**src/rtl/mem_bus_arb.sv**
```systemverilog
// mem_bus_arb: shares the CPU's single system-bus master port between the
// instruction fetch unit (IFU) and the load/store unit (LSU).
// Each requester gets one pending slot that latches a command pulse. One
// transfer is on the bus at a time, with a request/ack handshake and an
// optional timeout. The stall (busy) signal of a requester stays high until
// its result is delivered.
// Optional feature: define BUSARB_RR_EN to select round-robin arbitration.
// When it is undefined (the default), the LSU has fixed priority over the IFU.
module mem_bus_arb #(
    parameter int ADDR_WIDTH = 32,
    parameter int DATA_WIDTH = 32,
    parameter int TMO_WIDTH  = 8,
    parameter int TMO_CYCLES = 255
) (
    input  logic                    clk,
    input  logic                    nrst,
    input  logic [ADDR_WIDTH-1:0]   i_ifu_addr,
    input  logic                    i_ifu_rd_cmd,
    output logic [DATA_WIDTH-1:0]   o_ifu_dat,
    output logic                    o_ifu_busy,
    output logic                    o_ifu_err_align,
    output logic                    o_ifu_err_bus,
    input  logic [ADDR_WIDTH-1:0]   i_lsu_addr,
    input  logic [DATA_WIDTH-1:0]   i_lsu_wdata,
    input  logic [DATA_WIDTH/8-1:0] i_lsu_be,
    input  logic                    i_lsu_rd_cmd,
    input  logic                    i_lsu_wr_cmd,
    output logic [DATA_WIDTH-1:0]   o_lsu_rdata,
    output logic                    o_lsu_busy,
    output logic                    o_lsu_err_bus,
    output logic [ADDR_WIDTH-1:0]   o_bus_addr,
    output logic [1:0]              o_bus_cmd,
    output logic [DATA_WIDTH-1:0]   o_bus_wdata,
    output logic [DATA_WIDTH/8-1:0] o_bus_be,
    input  logic [DATA_WIDTH-1:0]   i_bus_rdata,
    input  logic                    i_bus_ack,
    input  logic                    i_bus_err
);

    localparam int BE_WIDTH  = DATA_WIDTH / 8;
    localparam int BYTE_BITS = $clog2(BE_WIDTH);
    localparam int WADDR_W   = ADDR_WIDTH - BYTE_BITS;

    localparam logic [1:0] CMD_IDLE  = 2'b00;
    localparam logic [1:0] CMD_READ  = 2'b01;
    localparam logic [1:0] CMD_WRITE = 2'b10;

    localparam logic [TMO_WIDTH:0]   TMO_LIMIT = (TMO_WIDTH+1)'(TMO_CYCLES);
    localparam logic [TMO_WIDTH:0]   TMO_STEP  = (TMO_WIDTH+1)'(1);
    localparam logic [TMO_WIDTH-1:0] CNT_STEP  = TMO_WIDTH'(1);

    typedef enum logic [1:0] {
        IDLE,
        XFER_IFU,
        XFER_LSU,
        DONE
    } state_t;

    state_t state;

    // IFU pending slot (only word-aligned fetches reach it)
    logic               ifu_pend;
    logic [WADDR_W-1:0] ifu_waddr_q;

    // LSU pending slot
    logic                  lsu_pend;
    logic                  lsu_wr_q;
    logic [WADDR_W-1:0]    lsu_waddr_q;
    logic [DATA_WIDTH-1:0] lsu_wdata_q;
    logic [BE_WIDTH-1:0]   lsu_be_q;

    logic [TMO_WIDTH-1:0] tmo_cnt;

    logic ifu_slot_busy;
    logic lsu_slot_busy;
    logic ifu_accept;
    logic lsu_accept;
    logic ifu_misalign;
    logic lsu_cmd;
    logic can_grant;
    logic grant_ifu;
    logic grant_lsu;
    logic in_xfer;
    logic tmo_hit;
    logic xfer_end;
    logic xfer_fail;

    // The LSU byte offset only matters through the byte enables, so the bus sees the word address.
    logic lsu_offset_unused;
    assign lsu_offset_unused = ^i_lsu_addr[BYTE_BITS-1:0];

    // Command acceptance, stall generation and transfer-completion decode
    always_comb begin
        lsu_cmd       = i_lsu_rd_cmd | i_lsu_wr_cmd;
        ifu_misalign  = |i_ifu_addr[BYTE_BITS-1:0];
        ifu_slot_busy = ifu_pend | (state == XFER_IFU);
        lsu_slot_busy = lsu_pend | (state == XFER_LSU);
        ifu_accept    = i_ifu_rd_cmd & ~ifu_slot_busy;
        lsu_accept    = lsu_cmd & ~lsu_slot_busy;
        o_ifu_busy    = i_ifu_rd_cmd | ifu_slot_busy;
        o_lsu_busy    = lsu_cmd | lsu_slot_busy;
        can_grant     = (state == IDLE) || (state == DONE);
        in_xfer       = (state == XFER_IFU) || (state == XFER_LSU);
        tmo_hit       = (TMO_CYCLES != 0) && (({1'b0, tmo_cnt} + TMO_STEP) == TMO_LIMIT);
        xfer_end      = in_xfer & (i_bus_ack | i_bus_err | tmo_hit);
        xfer_fail     = i_bus_err | (tmo_hit & ~i_bus_ack);
    end

`ifdef BUSARB_RR_EN
    logic last_lsu;

    // Round-robin pick: when both slots are pending, the requester that was not granted last wins.
    always_comb begin
        grant_ifu = 1'b0;
        grant_lsu = 1'b0;
        if (can_grant) begin
            if (ifu_pend && lsu_pend) begin
                grant_ifu = last_lsu;
                grant_lsu = ~last_lsu;
            end else begin
                grant_ifu = ifu_pend;
                grant_lsu = lsu_pend;
            end
        end
    end

    // Record the last grant; after reset it counts as an IFU grant, so the LSU wins the first tie.
    always_ff @(posedge clk or negedge nrst) begin
        if (!nrst) begin
            last_lsu <= 1'b0;
        end else if (grant_lsu) begin
            last_lsu <= 1'b1;
        end else if (grant_ifu) begin
            last_lsu <= 1'b0;
        end
    end
`else
    // Fixed pick: the LSU is older in the pipeline, so it always wins to avoid deadlock.
    always_comb begin
        grant_lsu = can_grant & lsu_pend;
        grant_ifu = can_grant & ifu_pend & ~lsu_pend;
    end
`endif

    // Latch IFU fetch commands. Misaligned fetches never reach the bus and only raise a one-cycle alignment error.
    always_ff @(posedge clk or negedge nrst) begin
        if (!nrst) begin
            ifu_pend        <= 1'b0;
            ifu_waddr_q     <= '0;
            o_ifu_err_align <= 1'b0;
        end else begin
            o_ifu_err_align <= ifu_accept & ifu_misalign;
            if (grant_ifu) begin
                ifu_pend <= 1'b0;
            end else if (ifu_accept && !ifu_misalign) begin
                ifu_pend    <= 1'b1;
                ifu_waddr_q <= i_ifu_addr[ADDR_WIDTH-1:BYTE_BITS];
            end
        end
    end

    // Latch LSU load/store commands. A store wins if both pulses arrive together.
    always_ff @(posedge clk or negedge nrst) begin
        if (!nrst) begin
            lsu_pend    <= 1'b0;
            lsu_wr_q    <= 1'b0;
            lsu_waddr_q <= '0;
            lsu_wdata_q <= '0;
            lsu_be_q    <= '0;
        end else begin
            if (grant_lsu) begin
                lsu_pend <= 1'b0;
            end else if (lsu_accept) begin
                lsu_pend    <= 1'b1;
                lsu_wr_q    <= i_lsu_wr_cmd;
                lsu_waddr_q <= i_lsu_addr[ADDR_WIDTH-1:BYTE_BITS];
                lsu_wdata_q <= i_lsu_wdata;
                lsu_be_q    <= i_lsu_be;
            end
        end
    end

    // Bus FSM: drive the granted slot onto the bus, wait for ack/err/timeout, and register the result for one DONE cycle.
    always_ff @(posedge clk or negedge nrst) begin
        if (!nrst) begin
            state         <= IDLE;
            tmo_cnt       <= '0;
            o_bus_addr    <= '0;
            o_bus_cmd     <= CMD_IDLE;
            o_bus_wdata   <= '0;
            o_bus_be      <= '0;
            o_ifu_dat     <= '0;
            o_lsu_rdata   <= '0;
            o_ifu_err_bus <= 1'b0;
            o_lsu_err_bus <= 1'b0;
        end else begin
            o_ifu_err_bus <= 1'b0;
            o_lsu_err_bus <= 1'b0;
            case (state)
                IDLE, DONE: begin
                    if (grant_lsu) begin
                        state       <= XFER_LSU;
                        tmo_cnt     <= '0;
                        o_bus_addr  <= {lsu_waddr_q, {BYTE_BITS{1'b0}}};
                        o_bus_cmd   <= lsu_wr_q ? CMD_WRITE : CMD_READ;
                        o_bus_wdata <= lsu_wdata_q;
                        o_bus_be    <= lsu_be_q;
                    end else if (grant_ifu) begin
                        state       <= XFER_IFU;
                        tmo_cnt     <= '0;
                        o_bus_addr  <= {ifu_waddr_q, {BYTE_BITS{1'b0}}};
                        o_bus_cmd   <= CMD_READ;
                        o_bus_wdata <= '0;
                        o_bus_be    <= {BE_WIDTH{1'b1}};
                    end else begin
                        state     <= IDLE;
                        o_bus_cmd <= CMD_IDLE;
                    end
                end
                XFER_IFU, XFER_LSU: begin
                    tmo_cnt <= tmo_cnt + CNT_STEP;
                    if (xfer_end) begin
                        state     <= DONE;
                        o_bus_cmd <= CMD_IDLE;
                        if (state == XFER_IFU) begin
                            if (xfer_fail) begin
                                o_ifu_err_bus <= 1'b1;
                            end else begin
                                o_ifu_dat <= i_bus_rdata;
                            end
                        end else begin
                            if (xfer_fail) begin
                                o_lsu_err_bus <= 1'b1;
                            end else if (!lsu_wr_q) begin
                                o_lsu_rdata <= i_bus_rdata;
                            end
                        end
                    end
                end
                default: begin
                    state     <= IDLE;
                    o_bus_cmd <= CMD_IDLE;
                end
            endcase
        end
    end

endmodule

```
**config.mk**
```make
export PLATFORM = sky130hd
export DESIGN_NAME = mem_bus_arb
export DESIGN_NICKNAME = d
export VERILOG_FILES = /design/src/rtl/mem_bus_arb.sv
export SDC_FILE = /design/constraint.sdc
export NUM_CORES = 1
export LEC_CHECK = 0
export BUFFER_PORTS_ARGS = -buffer_cell sky130_fd_sc_hd__buf_2
export CAP_MARGIN = 20
export CORE_ASPECT_RATIO = 0.75
export CORE_MARGIN = 4
export CORE_UTILIZATION = 50
export CTS_CLUSTER_SIZE = 14
export DETAILED_ROUTE_END_ITERATION = 8
export HOLD_SLACK_MARGIN = 0.12
export PLACE_DENSITY_LB_ADDON = 0.1
export SLEW_MARGIN = 15
export SYNTH_ARGS = -nofsm -noshare
export SYNTH_HDL_FRONTEND = slang
export SYNTH_SLANG_ARGS = --single-unit
```
**constraint.sdc**
```tcl
create_clock -name clk -period 2.05 [get_ports clk]
set_input_delay 0.1025 -clock clk [delete_from_list [all_inputs] [get_ports clk]]
set_output_delay 0.1025 -clock clk [all_outputs]
set_load 0.02 [all_outputs]
```
==> results of run 1 <==
-- what timing repair did --
| item | CTS | global route |
|---|---|---|
| hold buffers | 136 | 0 |
| endpoints found under the hold margin | 412 | 0 |
| setup buffers | 0 | 0 |
| gates resized for setup | 0 | 1 |
| endpoints found under the setup margin | 0 | 11 |
-- through the flow --
stage | area (µm²) | utilization [%] | instances | setup slack, ns | total power, mW
after global placement | 11300 | 60.6 | 1194 | 0.188 | 17.7
after detailed placement | 11300 | 60.6 | 1194 | 0.0976 | 18.0
after floorplan | 9550 | - | 698 | 0.194 | 14.8
after global routing | 13500 | 72.3 | 1373 | 0.00123 | 24.0
after CTS | 13500 | 72.3 | 1373 | 0.0967 | 22.6
final | 13500 | 72.3 | 1373 | 0.157 | 22.5
-- state kept, by name, summed over array words and instances (netlist names), 2 cells and up --
signal,count
lsu_wdata_q,32
o_bus_wdata,32
o_ifu_dat,32
o_lsu_rdata,32
ifu_waddr_q,30
lsu_waddr_q,30
o_bus_addr,30
tmo_cnt,8
lsu_be_q,4
o_bus_be,4
o_bus_cmd,2
state,2
-- layout by cell type (no fill, tap or decap), types with 13 or more instances in the layout --
cell           instances
buf_2                272
clkbuf_16             25
a31oi_1               22
a22o_1                33
dlygate4sd3_1        136
nor2_1                33
mux2_2               158
nand2_1               63
o22ai_1               18
a21oi_1               13
dfrtp_1              244
-- worst max-delay path by stage --
stage,start,end,slack (ns)
after floorplan,state[0],o_ifu_dat[10],0.19
after global placement,state[0],o_bus_addr[15],0.19
after detailed placement,state[0],o_bus_addr[19],0.1
after CTS,state[0],o_bus_addr[7],0.1
after global routing,state[0],tmo_cnt[3],0.001
final,state[0],lsu_wr_q,0.16
-- cell type report --
type / count / share of cell area [%]
Clock inverter: 4 / 0.186
Tap cell: 247 / 2.30
Multi-Input combinational cell: 405 / 24.0
Sequential cell: 244 / 45.4
Clock buffer: 39 / 5.78
Inverter: 5 / 0.139
Timing Repair Buffer: 429 / 22.2
-- kinds of logic (layout without fill, tap and decap cells) --
group           count (synthesis)  count (layout)
simple gates                  119             119
mux                           160             160
buf+inv                        49             477
fa+ha+maj                       4               4
compound gates                115             115
other cells                     1               2
flops                         244             244
xor+xnor                        5               5
-- power by group through the flow --
stage,Combinational (mW),Sequential [mW],Clock (mW)
floorplan,4.87,9.89,0
global placement,9.21,8.47,0
detailed placement,9.40,8.55,0
CTS,9.64,8.49,4.49
global route,10.4,8.82,4.71
finish,9.61,8.51,4.40
-- layer usage --
layer	share of wire [%]	track usage, %	routed length (µm)	vias up
met5	0	0	0	-
met1	43	29.9	10400	3507
li1	-	-	-	3313
met2	48	37.1	11500	193
met3	6.5	5.52	1560	53
met4	2.8	6.44	684	0
-- worst max-delay path, delay by kind of cell (launching register included) --
| kind | cells | cell delay [ns] |
|---|---|---|
| buffers and inverters | 2 | 0.62 |
| DFF | 1 | 0.37 |
| and+or+nand+nor | 2 | 0.36 |
| adders and majority gates | 1 | 0.24 |
| AOI/OAI and AO/OA | 1 | 0.18 |
==> reports/metrics.cfg, run 1 <==
[final_layout]
fin_nets = 1252
diodes = 0
multi_input_area_mm2 = 0.00323
fillers = 1347
drive_gt1_share_pct = 44.2
syn_to_final_growth_pct = 41.0
register_area_mm2 = 0.00611

[worst_setup_path]
cp_data_required_time_ns = 2.43
timing.rr.start = state[0]
crit_path_end_kind = flip-flop
regToRegSetupSlack_ns = 0.16
path_cells = inv_1 -> ha_1 -> nor2_1 -> nand2_1 -> a22o_1 -> dlygate4sd3_1
worst-r2r-cell-count = 6
crit_type = flip-flop to flip-flop
crit_path_start_kind = flip-flop
critPathSlowestCell = dlygate4sd3_1
worstPathMaxFanout = 3
arrival_ns = 2.28
timing.critical_path.slowest_cell_delay_ns = 0.56
r2r-end = lsu_wr_q

[sta]
max_freq_mhz = 528
rsz0062_at_grt = false
hold_viol = 0
setup_viol_count_final = 0
setup-tns-final_ns = 0
min_period_ns = 1.89
layout_worst_path_cycle_share_pct = 92.3
finClkSkew_ns = 0.00495
slew_violations = 0
whs_ns = 0.322
max-slew-margin-rel_pct = 61.2
worstMarginPinSlew_ns = 0.580

[routing]
dr.first_iter.drc_count = 387
vias_per_cell = 5.15
first_pass_iters = 4
ant_nets = 0
drc = 0
wl_um = 24100
num_vias = 7066
wl_per_cell_um = 17.5

[floorplanning]
dieArea_mm2 = 0.0214
die_h_um = 128
fp.dieW_um = 168
start_util_pct = 51.3
num_rows = 43
io_pins = 278
coreArea_mm2 = 0.0186

[synthesis]
ys_ff_latch = 244
yosysTopAreaCellShare_pct = 64.0
synth_area_mm2 = 0.00955
yosysSeqAreaShare_pct = 64.0
async_flop_share_pct = 100
synthTopCellsByCount = dfrtp_1, mux2_2, nand2_1
synth_top_family_by_area = multiplexers
avgSynthCellArea_um2 = 13.7
ys_warn_count = 0
synth_compound_area_share_pct = 8.36
synth-xor-area-share_pct = 0.459
synth.area.mux_share_pct = 18.9
synth.area.top_cells = dfrtp_1, mux2_2, a22o_1
yosysMostFrequentCell = dfrtp_1
synth-main-ff-cell = dfrtp_1
synth-simple-area-share_pct = 5.32
syn-instance-count = 697
synth_edf_count = 0
synth_cell_types = 42
synthAdderAreaFrac_pct = 0.524
yosys.area.top_type = dfrtp_1

[clocking]
insertion_delay_ns = 0.51
cts.path.max_buffers = 3
cts.reportedPaths.clkPinSlew_ns = 0.06
cts_buffers = 24
htreeDepth = 1
cts.sinks = 244
tritoncts = done
cts_root_buf = clkbuf_16

[worst_hold_path]
hold_path_class = input pin to flip-flop
hold_start = i_ifu_addr[0]
hold_depth = 5
holdPathEnd = ifu_pend

[global_routing]
antenna_found_initial = 0
grt_max_degree = 67
grt_pass1_vias = 7589
overflow = 0
track_usage_pct = 22.4
grt_pass1_wl_um = 39500

[placement]
place.gp.congestion = 0.784
dpl.hpwl_um = 15400
io_buffers = 273

[power_and_ir_drop]
switching_share_pct = 37.4
power.share.clock_pct = 19.5
pwr-share-comb_pct = 42.7
p_switching_mw = 8.43
internal_power_mw = 14.1
p_leak_nw = 6.37
ir_drop_mv = 0.913
p_seq_share_pct = 37.8
p_per_area_mw_per_mm2 = 1670

[outcome]
status = complete, no violations

[run]
drv_cap = 0

Power figures use the tool's default switching activity.
==> inputs of run 2 (changes only) <==
- CORE_ASPECT_RATIO: 0.75 -> 1.1
==> run 2 against run 1 <==
  * Setup slack better by 0.0064 ns
  * Via count up 0.72%
  * Clock skew is 0.011 ns higher
  * Clock power is 3% lower
  * Worst hold slack worse by 0.19 ns
  * Flip-flop and latch count unchanged
==> reports/metrics.cfg, run 2 (synthesis gave the netlist of run 1 again) <==
[worst_setup_path]
r2r-end = o_ifu_dat[19]  ; was lsu_wr_q
path_cells = ha_1 -> or3_1 -> buf_2  ; was inv_1 -> ha_1 -> nor2_1 -> nand2_1 -> a22o_1 -> dlygate4sd3_1
timing.critical_path.slowest_cell_delay_ns = 0.40  ; was 0.56 ns
endpoint = o_ifu_busy  ; was lsu_wr_q
path_buf_inv = 1  ; was 2
worst-r2r-cell-count = 6  ; unchanged
crit_type = flip-flop to primary output  ; was flip-flop to flip-flop
cp-startpoint = state[0]  ; unchanged
regToRegSetupSlack_ns = 0.17  ; was 0.16 ns
cp_data_required_time_ns = 1.95  ; was 2.43 ns
cp.depth = 3  ; was 6
arrival_ns = 1.78  ; was 2.28 ns
critPathSlowestCell = dfrtp_1  ; was dlygate4sd3_1
timing.rr.start = state[0]  ; unchanged
crit_path_end_kind = primary output  ; was flip-flop
crit_path_start_kind = flip-flop  ; unchanged
worstPathMaxFanout = 8  ; was 3
path_delay_family = flip-flops  ; was buffers and inverters

[power_and_ir_drop]
p_per_area_mw_per_mm2 = 1670  ; about the same
internal_power_mw = 14.0  ; was 14.1 mW
power.share.clock_pct = 19.1  ; was 19.5%
p_seq_share_pct = 38.1  ; was 37.8%
finalPower_mw = 22.4  ; was 22.5 mW
ir_drop_mv = 1.06  ; was 0.913 mV
pwr-share-comb_pct = 42.8  ; was 42.7%
p_leak_nw = 6.37  ; about the same
p_switching_mw = 8.41  ; was 8.43 mW
switching_share_pct = 37.5  ; was 37.4%

[sta]
max_freq_mhz = 530  ; was 528 MHz
setup-tns-final_ns = 0  ; unchanged
min_period_ns = 1.89  ; about the same
finClkSkew_ns = 0.0158  ; was 0.00495 ns
setup_viol_count_final = 0  ; unchanged
hold_viol = 0  ; unchanged
layout_worst_path_cycle_share_pct = 92.0  ; was 92.3%
whs_ns = 0.136  ; was 0.322 ns
slew_violations = 0  ; unchanged
rsz0062_at_grt = false  ; unchanged

[floorplanning]
io_pins = 278  ; unchanged
coreArea_mm2 = 0.0186  ; about the same
die_h_um = 153  ; was 128 µm
fp.dieW_um = 140  ; was 168 µm
dieArea_mm2 = 0.0214  ; about the same
num_rows = 52  ; was 43
start_util_pct = 51.3  ; about the same

[clocking]
cts.sinks = 244  ; unchanged
cts_setup_buffers = 0  ; unchanged
cts_root_buf = clkbuf_16  ; unchanged
insertion_delay_ns = 0.52  ; was 0.51 ns
cts.path.max_buffers = 3  ; unchanged
htreeDepth = 1  ; unchanged
cts_buffers = 25  ; was 24
cts.reportedPaths.clkPinSlew_ns = 0.06  ; about the same
tritoncts = done  ; unchanged

[global_routing]
overflow = 0  ; unchanged
grt.busiest_layer = met2  ; unchanged
grt_max_degree = 69  ; was 67
use_met1_pct = 29.1  ; was 29.9%
grt_use_met2_pct = 38.7  ; was 37.1%
antenna_found_initial = 1  ; was 0
met3_usage_pct = 5.94  ; was 5.52%
track_usage_pct = 22.9  ; was 22.4%
grt_pass1_vias = 7668  ; was 7589
grt_pass1_wl_um = 40400  ; was 39500 µm

[placement]
dpl.hpwl_um = 15400  ; about the same
place_area_mm2 = 0.0113  ; about the same
place.gp.congestion = 0.755  ; was 0.784
io_buffers = 273  ; unchanged

[routing]
first_pass_iters = 4  ; unchanged
vias_per_cell = 5.19  ; was 5.15
num_vias = 7117  ; was 7066
ant_nets = 0  ; unchanged
dr.first_iter.drc_count = 249  ; was 387
wl_um = 24700  ; was 24100 µm
drc = 0  ; unchanged
wl_per_cell_um = 18.0  ; was 17.5 µm

[worst_hold_path]
hold_depth = 5  ; unchanged
hold_path_class = input pin to flip-flop  ; unchanged

[final_layout]
drive_gt1_share_pct = 44.3  ; was 44.2%
syn_to_final_growth_pct = 40.9  ; was 41.0%
fin_nets = 1258  ; was 1252
layout_commonest_cell = buf_2  ; unchanged
mostFrequentLayoutCells = buf_2, dfrtp_1, mux2_2  ; unchanged
final_util_pct = 72.3  ; about the same
fin_area_mm2 = 0.0134  ; was 0.0135 mm²

[outcome]
status = complete, no violations  ; unchanged

[run]
drv_cap = 0  ; unchanged

run 2: power groups by stage:
stage          logic, mW  clock network (mW)  registers (mW)
3_3_place_gp        9.13                   0            8.47
5_1_grt             10.5                4.59            8.82
3_5_place_dp        9.35                   0            8.55
4_1_cts             9.60                4.38            8.49
2_1_floorplan       4.87                   0            9.89
6_report            9.60                4.28            8.53
run 2: worst min path at each step:
stage	from	end	slack (ns)
after floorplan	nrst	ifu_pend	-0.19
after global placement	nrst	o_lsu_rdata[2]	0.07
after detailed placement	nrst	o_ifu_dat[2]	0.07
after CTS	i_ifu_addr[0]	ifu_pend	0.12
after global routing	i_ifu_addr[0]	ifu_pend	0.17
final	i_ifu_addr[0]	ifu_pend	0.14
run 2: stage by stage:
stage | instances | setup slack [ns]
final | 1372 | 0.164
after global routing | 1372 | 0.0544
after CTS | 1371 | 0.0252
after detailed placement | 1193 | 0.0506
after floorplan | 698 | 0.194
after global placement | 1193 | 0.110
run 2: what timing repair did:
action,CTS,global route
gates resized for setup,0,5
setup endpoints to repair,0,23
hold buffers,138,0
hold endpoints to repair,413,0
run 2: cell type report:
cell class / count / area, µm²
repair buffers: 434 / 3010
diodes: 1 / 2.50
fillers: 1329 / 5160
well taps: 243 / 304
flip-flops and latches: 244 / 6110
clock inverters: 3 / 17.5
inverters: 5 / 18.8
multi-input cells: 405 / 3240
clock buffers: 37 / 751
run 2: routing by layer:
metal	vias to the layer above	share of wire [%]	routed length [µm]
met1	3496	40	9920
met3	54	7.8	1920
li1	3314	-	-
met2	253	49	12200
met4	0	2.7	658
met5	-	0	0
run 2: tightest hold or removal path, stage by stage:
cell	delay (ns)
buf_2	0.09
nor2_1	0.08
nand3_2	0.09
buf_4	0.18
nand2_1	0.07
